`config.mk`:
```
export PLATFORM = sky130hd
export DESIGN_NAME = node_lookup_arbiter
export DESIGN_NICKNAME = d
export VERILOG_FILES = /design/src/rtl/node_arb_pkg.sv /design/src/rtl/node_lookup_arbiter_rr_pick.sv /design/src/rtl/node_lookup_arbiter.sv
export SDC_FILE = /design/constraint.sdc
export NUM_CORES = 1
export LEC_CHECK = 0
export CAP_MARGIN = 20
export CORE_ASPECT_RATIO = 0.75
export CORE_MARGIN = 8
export CORE_UTILIZATION = 39
export CTS_CLUSTER_DIAMETER = 100
export CTS_CLUSTER_SIZE = 30
export DETAILED_ROUTE_END_ITERATION = 10
export GPL_ROUTABILITY_DRIVEN = 0
export PLACE_DENSITY = 0.92
export SLEW_MARGIN = 20
export SYNTH_ARGS = -nofsm -noshare
export SYNTH_HDL_FRONTEND = slang
export SYNTH_HIERARCHICAL = 1
export SYNTH_SLANG_ARGS = --single-unit
```
`constraint.sdc`:
```
create_clock -name clk_i -period 2.8 [get_ports clk_i]
set_input_delay 0.42 -clock clk_i [delete_from_list [all_inputs] [get_ports clk_i]]
set_output_delay 0.42 -clock clk_i [all_outputs]
set_load 0.005 [all_outputs]
```
`src/rtl/node_arb_pkg.sv`:
```
// node_arb_pkg: shared types, state codes and limits for node_lookup_arbiter.
// identifier / node_data mirror the node-tree interface types.
package node_arb_pkg;

  typedef logic [7:0]  identifier;
  typedef logic [31:0] node_data;
  localparam node_data null_node_data = '0;

  localparam int DEF_NUM_REQ        = 4;
  localparam int DEF_TIMEOUT_CYCLES = 16;
  localparam int TIMEOUT_W          = 8;

  typedef logic [$clog2(DEF_NUM_REQ)-1:0] req_idx_t;

  typedef logic [1:0] arb_state_t;
  localparam arb_state_t IDLE   = 2'd0;
  localparam arb_state_t ISSUE  = 2'd1;
  localparam arb_state_t WAIT   = 2'd2;
  localparam arb_state_t RETURN = 2'd3;

endpackage

```
`src/rtl/node_lookup_arbiter_rr_pick.sv`:
```
// rr_pick: combinational round-robin priority encoder.
// Picks the first set bit of valid at or after ptr, wrapping modulo N.
module rr_pick #(
  parameter int N     = 4,
  parameter int IDX_W = $clog2(N)
) (
  input  logic [N-1:0]     valid,
  input  logic [IDX_W-1:0] ptr,
  output logic [N-1:0]     grant,
  output logic [IDX_W-1:0] idx,
  output logic             any
);

  always_comb begin
    int cand;
    cand  = 0;
    grant = '0;
    idx   = '0;
    any   = 1'b0;
    for (int i = 0; i < N; i++) begin
      cand = (int'(ptr) + i) % N;
      if (!any && valid[IDX_W'(cand)]) begin
        any = 1'b1;
        idx = IDX_W'(cand);
      end
    end
    if (any) grant[idx] = 1'b1;
  end

endmodule

```
`src/rtl/node_lookup_arbiter.sv`:
```
// node_lookup_arbiter: round-robin sharing of the non-pipelined node-tree lookup engine.
// Define NODE_ARB_TIMEOUT_EN to bound the WAIT state with a TIMEOUT_CYCLES watchdog.
module node_lookup_arbiter
  import node_arb_pkg::*;
#(
  parameter int NUM_REQ        = DEF_NUM_REQ,
  parameter int TIMEOUT_CYCLES = DEF_TIMEOUT_CYCLES
) (
  input  logic                      clk_i,
  input  logic                      reset_i,
  input  identifier [NUM_REQ-1:0]   req_field_id_i,
  input  logic [NUM_REQ-1:0]        req_valid_i,
  output logic [NUM_REQ-1:0]        req_rdy_o,
  output node_data                  rsp_node_o,
  output logic [NUM_REQ-1:0]        rsp_valid_o,
  input  logic [NUM_REQ-1:0]        rsp_rdy_i,
  output logic                      rsp_err_o,
  output identifier                 field_id_o,
  output logic                      field_id_valid_o,
  input  logic                      field_id_rdy_i,
  input  node_data                  node_i,
  input  logic                      node_valid_i,
  output logic                      node_rdy_o
);

  localparam int IDX_W = $clog2(NUM_REQ);

  arb_state_t       state;
  logic [IDX_W-1:0] rr_ptr;
  logic [IDX_W-1:0] gnt_idx;
  logic [IDX_W-1:0] pick_idx;
  logic [NUM_REQ-1:0] pick_grant;
  logic             pick_any;
  identifier        fid_q;
  node_data         node_q;
  logic             timed_out;

  rr_pick #(.N(NUM_REQ), .IDX_W(IDX_W)) u_pick (
    .valid (req_valid_i),
    .ptr   (rr_ptr),
    .grant (pick_grant),
    .idx   (pick_idx),
    .any   (pick_any)
  );

`ifdef NODE_ARB_TIMEOUT_EN
  logic [TIMEOUT_W-1:0] wait_cnt;
  logic                 err_q;

  // A real node arriving on the expiry cycle takes precedence over the timeout.
  assign timed_out = (state == WAIT) && !node_valid_i &&
                     (wait_cnt == TIMEOUT_W'(TIMEOUT_CYCLES - 1));

  always_ff @(posedge clk_i or negedge reset_i) begin
    if (!reset_i) begin
      wait_cnt <= '0;
      err_q    <= 1'b0;
    end else begin
      if (state == WAIT) wait_cnt <= wait_cnt + 1'b1;
      else               wait_cnt <= '0;
      if (state == WAIT && node_valid_i) err_q <= 1'b0;
      else if (timed_out)                 err_q <= 1'b1;
    end
  end

  assign rsp_err_o = err_q && (state == RETURN);
`else
  logic unused_timeout;
  assign unused_timeout = (TIMEOUT_CYCLES != TIMEOUT_W);
  assign timed_out      = 1'b0;
  assign rsp_err_o      = 1'b0;
`endif

  always_ff @(posedge clk_i or negedge reset_i) begin
    if (!reset_i) begin
      state   <= IDLE;
      rr_ptr  <= '0;
      gnt_idx <= '0;
      fid_q   <= '0;
      node_q  <= null_node_data;
    end else begin
      case (state)
        IDLE: if (pick_any) begin
          gnt_idx <= pick_idx;
          fid_q   <= req_field_id_i[pick_idx];
          state   <= ISSUE;
        end
        ISSUE: if (field_id_rdy_i) state <= WAIT;
        WAIT: begin
          if (node_valid_i) begin
            node_q <= node_i;
            state  <= RETURN;
          end else if (timed_out) begin
            node_q <= null_node_data;
            state  <= RETURN;
          end
        end
        RETURN: if (rsp_rdy_i[gnt_idx]) begin
          rr_ptr <= (gnt_idx == IDX_W'(NUM_REQ - 1)) ? '0 : gnt_idx + 1'b1;
          state  <= IDLE;
        end
        default: state <= IDLE;
      endcase
    end
  end

  // The accept pulse is combinational, so it is gated to stay low while reset is held.
  always_comb begin
    req_rdy_o   = '0;
    rsp_valid_o = '0;
    if (reset_i && state == IDLE) req_rdy_o = pick_grant;
    if (state == RETURN) rsp_valid_o[gnt_idx] = 1'b1;
  end

  assign field_id_o       = fid_q;
  assign field_id_valid_o = (state == ISSUE);
  assign node_rdy_o       = (state == WAIT);
  assign rsp_node_o       = node_q;

endmodule

```
### Word-level counts from Yosys, hierarchy flattened

Cells that the tools add are included.

| word-level totals | value |
|---|---|
| register bits after elaboration | 46 |

| cells by class | value |
|---|---|
| reductions and logical operators | 14 |
| add/sub/neg operators | 4 |
| eq/ne operators | 8 |
| order comparisons | 8 |
| mux-type cells | 37 |

Operators with widths:

| operator | count |
|---|---|
| 2-to-1 mux 2 bit | 9 |
| binary-select mux 8 bit (select 2 bit) | 1 |
| less-than comparator 2 x 4 -> 1 bit, second input constant | 4 |
| 2-to-1 mux 1 bit | 15 |
| 2-to-1 mux 4 bit | 3 |
| binary-select mux 1 bit (select 2 bit) | 5 |
| 2-to-1 mux 8 bit | 1 |
| case mux 2 bit (4 select lines) | 1 |
| equality test 2 bit, second input constant | 3 |
| logical AND 1 bit | 6 |
| less-than comparator 2 x 3 -> 1 bit, second input constant | 2 |
| != test 2 bit, second input constant | 3 |
| AND reduction 2 bit | 3 |
| adder 2 x 1 -> 2 bit, second input constant | 2 |
| adder 2 bit, second input constant | 2 |
| demux 1 bit (select 2 bit) | 2 |
| >= comparator 2 x 1 -> 1 bit, second input constant | 2 |
| AND reduction 4 bit | 1 |
| logical NOT 1 bit | 3 |
| equality test 2 x 1 -> 1 bit, second input constant | 1 |
| logical NOT 2 bit | 1 |
| != test 2 x 1 -> 1 bit, second input constant | 1 |

### Depth between registers and ports, before layout

Gate-level depths: netlist (run 1).

| logic depth | value |
|---|---|
| word-level depth | 19 |
| depth in mapped cells | 7 |
| mapped depth without buffers | 6 |

### Modules after synthesis

Netlist (run 1), hierarchy kept.

Modules (own cells, without submodules):

| module | area an instance (um^2) | times used | cells each |
|---|---|---|---|
| node_lookup_arbiter | 2162.1 | 1 | 142 |
| rr_pick | 182.7 | 1 | 32 |

### Least setup slack after synthesis (run 1)

No wires, ideal clock.

| path | value |
|---|---|
| kind | input port to flip-flop |
| start | in req_valid_i[1] |
| end | reg fid_q[0] (netlist: field_id_o[0]) |
| setup slack | 731 ps |
| buffers on the path | 2 |
| library setup time | 125 ps |
| arrival time | 1945 ps |
| cell stages on the path | 7 |
| cells stage by stage | buf_2 > nand2b_1 > a21oi_1 > a211oi_2 > buf_2 > mux4_2 > mux2_2 |

| on the way | value |
|---|---|
| word-level cells in the longest chain between the ends | 15 |
| elaborated cells on any way between the ends | 29 |

RTL lines:

| item | RTL line | source |
|---|---|---|
| start: declaration | node_lookup_arbiter.sv:12 | `input logic [NUM_REQ-1:0] req_valid_i,` |
| binary-select mux 1 bit (select 2 bit) | node_lookup_arbiter_rr_pick.sv:22 | `if (!any && valid[IDX_W'(cand)]) begin` |
| 2-to-1 mux 1 bit (not written as such) (2 in series) | node_lookup_arbiter_rr_pick.sv:22 |  |
| 2-to-1 mux 1 bit | node_lookup_arbiter_rr_pick.sv:22 |  |
| logical NOT 1 bit | node_lookup_arbiter_rr_pick.sv:22 |  |
| logical AND 1 bit | node_lookup_arbiter_rr_pick.sv:22 |  |
| 2-to-1 mux 1 bit | node_lookup_arbiter_rr_pick.sv:22 |  |
| logical NOT 1 bit | node_lookup_arbiter_rr_pick.sv:22 |  |
| logical AND 1 bit | node_lookup_arbiter_rr_pick.sv:22 |  |
| 2-to-1 mux 1 bit | node_lookup_arbiter_rr_pick.sv:22 |  |
| logical NOT 1 bit | node_lookup_arbiter_rr_pick.sv:22 |  |
| logical AND 1 bit | node_lookup_arbiter_rr_pick.sv:22 |  |
| 2-to-1 mux 2 bit * | node_lookup_arbiter_rr_pick.sv:22 |  |
| named net pick_idx[0] | node_lookup_arbiter.sv:31 | `logic [IDX_W-1:0] pick_idx;` |
| binary-select mux 8 bit (select 2 bit) * | node_lookup_arbiter.sv:85 | `fid_q <= req_field_id_i[pick_idx];` |
| 2-to-1 mux 8 bit (not written as such) * | node_lookup_arbiter.sv:85 |  |
| end signal: assignment | node_lookup_arbiter.sv:85 |  |
| end: declaration | node_lookup_arbiter.sv:34 | `identifier fid_q;` |

Mark *: on every way through the listed nets, which the timed path passes. The rest lies on a longest branch. The select of a mux whose other input is x is not followed.
A chain may end at the register's enable or synchronous reset.

### Worst setup path after layout (run 1)

| path | value |
|---|---|
| start | in req_valid_i[2] |
| end | out req_rdy_o[0] |

| on the way | value |
|---|---|
| word-level cells in the longest chain between the ends | 19 |
| elaborated cells on any way between the ends | 33 |

RTL lines:

| item | RTL line | source |
|---|---|---|
| binary-select mux 1 bit (select 2 bit) | node_lookup_arbiter_rr_pick.sv:22 |  |
| 2-to-1 mux 1 bit (not written as such) (2 in series) | node_lookup_arbiter_rr_pick.sv:22 |  |
| 2-to-1 mux 1 bit | node_lookup_arbiter_rr_pick.sv:22 |  |
| logical NOT 1 bit | node_lookup_arbiter_rr_pick.sv:22 |  |
| logical AND 1 bit | node_lookup_arbiter_rr_pick.sv:22 |  |
| 2-to-1 mux 1 bit | node_lookup_arbiter_rr_pick.sv:22 |  |
| logical NOT 1 bit | node_lookup_arbiter_rr_pick.sv:22 |  |
| logical AND 1 bit | node_lookup_arbiter_rr_pick.sv:22 |  |
| (+3 left out) | -- |  |
| 2-to-1 mux 2 bit | node_lookup_arbiter_rr_pick.sv:22 |  |
| less-than comparator 2 x 3 -> 1 bit (not written as such) or >= comparator 2 x 1 -> 1 bit (tied branches) | node_lookup_arbiter_rr_pick.sv:27 | `if (any) grant[idx] = 1'b1;` |
| logical AND 1 bit (not written as such) | node_lookup_arbiter_rr_pick.sv:27 |  |
| 2-to-1 mux 1 bit (not written as such) | node_lookup_arbiter_rr_pick.sv:27 |  |
| demux 1 bit (select 2 bit) | -- |  |
| 2-to-1 mux 4 bit * | node_lookup_arbiter_rr_pick.sv:27 |  |
| named net pick_grant[0] | node_lookup_arbiter.sv:32 | `logic [NUM_REQ-1:0] pick_grant;` |
| 2-to-1 mux 4 bit * | node_lookup_arbiter.sv:111 | `if (reset_i && state == IDLE) req_rdy_o = pick_grant;` |
| end: declaration | node_lookup_arbiter.sv:13 | `output logic [NUM_REQ-1:0] req_rdy_o,` |

Marks and branches as above.

==> results of run 1 <==
-- cell usage in the layout, fill, tap and decap left out, types with 2 or more instances in the layout --
cell type	netlist	final
nand2_1	5	5
buf_4	2	4
dfrtp_1	46	46
nand2b_1	3	3
mux2i_1	2	2
clkdlybuf4s50_1	0	124
o21ai_0	2	2
mux2_2	44	44
clkbuf_8	0	5
nor3_1	2	2
and2_1	4	4
a21oi_1	4	4
inv_1	10	10
mux4_2	8	8
nor2_1	7	7
and3_1	4	4
ha_1	9	9
-- cell type report --
cell class / count / area, um^2
multi-input cells: 110 / 1110
fillers: 463 / 2040
well taps: 78 / 97.6
clock buffers: 5 / 68.8
repair buffers: 129 / 1280
clock inverters: 3 / 43.8
inverters: 10 / 37.5
flip-flops and latches: 46 / 1150
-- metrics by stage --
stage / util, % / power (uW) / instance area [um^2] / hold slack (ps) / std cells
after detailed placement: 63.1 / 3150 / 3670 / 424 / 373
after floorplan: - / 2130 / 2340 / 124 / 174
after CTS: 65.0 / 3650 / 3790 / 96.3 / 381
after global routing: 65.0 / 3850 / 3790 / 105 / 381
final: 65.0 / 3590 / 3790 / 98.5 / 381
after global placement: 63.1 / 3080 / 3670 / 420 / 373
-- worst max-delay path: stages --
cell             delay, ps
clkdlybuf4s50_1        600
nand2b_1               110
a311oi_1               280
nor2_1                  60
and3_1                 180
clkdlybuf4s50_1        450
-- per-layer routing --
metal,vias up,global-route usage [%],wire length [um]
li1,879,-,-
met1,922,16.6,2690
met2,103,24.8,3150
met3,2,6.79,677
met4,0,2.29,22
met5,-,0,0
-- cell families (layout without fill, tap and decap cells) --
family                     Yosys count  count (layout)  synth area share, %
DFF                                 46              46                 49.1
adders and majority gates            9               9                 4.80
AOI/OAI and AO/OA                   16              16                 5.23
buffers and inverters               18             147                 3.47
and+or+nand+nor                     28              28                 6.46
other                                1               1                0.160
muxes                               56              56                 30.8
-- state kept, by name, indices dropped and copies added, names as in the netlist --
register / flops
rsp_node_o: 32
gnt_idx: 2
state: 2
field_id_o: 8
rr_ptr: 2
-- final timing paths --
path                                            startpoint                    endpoint  slack (ps)  depth (start not counted)
worst min-delay path                               reset_i   rsp_node_o[5]$_DFFE_PN0P_         100                          1
worst max-delay path                        req_valid_i[2]                req_rdy_o[0]         280                          6
max in group asynchronous                          reset_i       rr_ptr[0]$_DFFE_PN0P_        1950                          2
worst max register to register       rr_ptr[0]$_DFFE_PN0P_   field_id_o[3]$_DFFE_PN0P_         680                          6
min in group clk_i              rsp_node_o[28]$_DFFE_PN0P_  rsp_node_o[28]$_DFFE_PN0P_         510                          1
worst min register to register  rsp_node_o[28]$_DFFE_PN0P_  rsp_node_o[28]$_DFFE_PN0P_         510                          1
-- power by group through the flow --
stage,Clock (uW),Combinational [uW],Sequential (uW)
2_1_floorplan,0,898,1230
3_3_place_gp,0,1840,1240
3_5_place_dp,0,1890,1260
4_1_cts,508,1900,1250
5_1_grt,532,2020,1300
6_report,488,1860,1250
==> results_dict.tcl, run 1 <==
set metrics [dict create \
    status "completed" \
    setup_slack_ps 283 \
    fin_crit_ps 2520 \
    hold_violations 0 \
    cp.arrival_ps 2100 \
    p_int_uw 2510 \
    comb_power_share_pct 51.7 \
    vias_per_cell 5.00 \
    syn_area_mm2 0.00234 \
    rsz0062_at_grt "no" \
    cap_violations 0 \
    worstMarginPinSlew_ps 524 \
    grt_pass1_wl_um 10500 \
    synth_warnings 6 \
    period_share_pct 89.9 \
    wl_per_cell_um 17.2 \
    cts_sinks 46 \
    htreeDepth 2 \
    yosysSeqAreaShare_pct 49.1 \
    diodes 0 \
    cp-end-kind "output port" \
    skew_ps 9.45 \
    powerDensity_mw_per_mm2 948 \
    setup_viol 0 \
    drt_wl_total_um 6540 \
    clk_pin_slew_ps 90 \
    cp_data_required_time_ps 2380 \
    yosys.area.top_type_share_pct 49.1 \
    grt_overflow 0 \
    syn2layout_area_growth_pct 61.5 \
    start_util_pct 40.2 \
    fmax_mhz 397 \
    power_leakage_uw 0.00159 \
    die_y_um 83.2 \
    grt_max_degree 33 \
    rows 24 \
    dieWidth_um 106 \
    io_pins 127 \
    dr.pass1.iters 4 \
    numCtsBuffers 5 \
    critPathMaxFanout 8 \
    path_class "in -> out" \
    power.switching_uw 1080 \
    slew_violations 0 \
    cts_setup_buffers 0 \
    tns_ps 0 \
    hold_class "in -> async" \
    dpl_worst_slack_ps 148 \
    max_slew_margin_pct 65.1 \
    insertion_delay_ps 290 \
    pwr-share-clk_pct 13.6 \
    drtIter0Drc 68 \
    ys_top_cells_by_area "dfrtp_1, mux2_2, mux4_2, ha_1, inv_1" \
    cts-root-buf "clkbuf_8" \
    yosys_most_used_dff "dfrtp_1" \
    clockBufferDepth 2 \
    synth_edf_count 0 \
    io_buffers 125 \
    pwr-share-seq_pct 34.7 \
    swShare_pct 30.2 \
    ant_nets 0 \
    ctsHoldBuffers 0 \
    drive_above_1_share_pct 23.4 \
    ys_async_sr_fraction_pct 100 \
    synth-seq-cells 46 \
    drc 0 \
    yosys.area.top_type "dfrtp_1" \
    core_mm2 0.00583 \
    synth_commonest_cells "dfrtp_1, mux2_2, inv_1" \
    hpwl_um 5260 \
    grt_pass1_vias 2134 \
    syn_avg_cell_area_um2 13.5 \
    yosysUniqueCellTypes 33 \
    vias 1906 \
    antenna_found_initial 0 \
    syn_nets 259 \
    crit_path_start_kind "input pin" \
    synth.most_common_cell "dfrtp_1" \
    die-area_mm2 0.00878 \
    grt_usage_pct 14.6 \
    peakVddDrop_mv 0.351 \
    synthCells 174 \
    cts_tree "yes" \
    ctsResizeCount 0 \
    fin_nets 387 \
]
Note: power is estimated with default switching activity, not from simulation.
==> inputs of run 2 (changes only) <==
--- a/config.mk
+++ b/config.mk
@@ -14,6 +14,7 @@
 export DETAILED_ROUTE_END_ITERATION = 10
 export GPL_ROUTABILITY_DRIVEN = 0
 export PLACE_DENSITY = 0.92
+export SKIP_CTS_REPAIR_TIMING = 1
 export SLEW_MARGIN = 20
 export SYNTH_ARGS = -nofsm -noshare
 export SYNTH_HDL_FRONTEND = slang
==> results of run 2 <==
The final DEF is identical to that of run 1; final timing and power are the same.
==> inputs of run 3 (changes only) <==
--- a/config.mk
+++ b/config.mk
@@ -13,6 +13,7 @@
 export CTS_CLUSTER_SIZE = 30
 export DETAILED_ROUTE_END_ITERATION = 10
 export GPL_ROUTABILITY_DRIVEN = 0
+export HOLD_SLACK_MARGIN = 0.05
 export PLACE_DENSITY = 0.92
 export SKIP_CTS_REPAIR_TIMING = 1
 export SLEW_MARGIN = 20
==> results of run 3 <==
The final DEF is identical to that of run 1; final timing and power are the same.
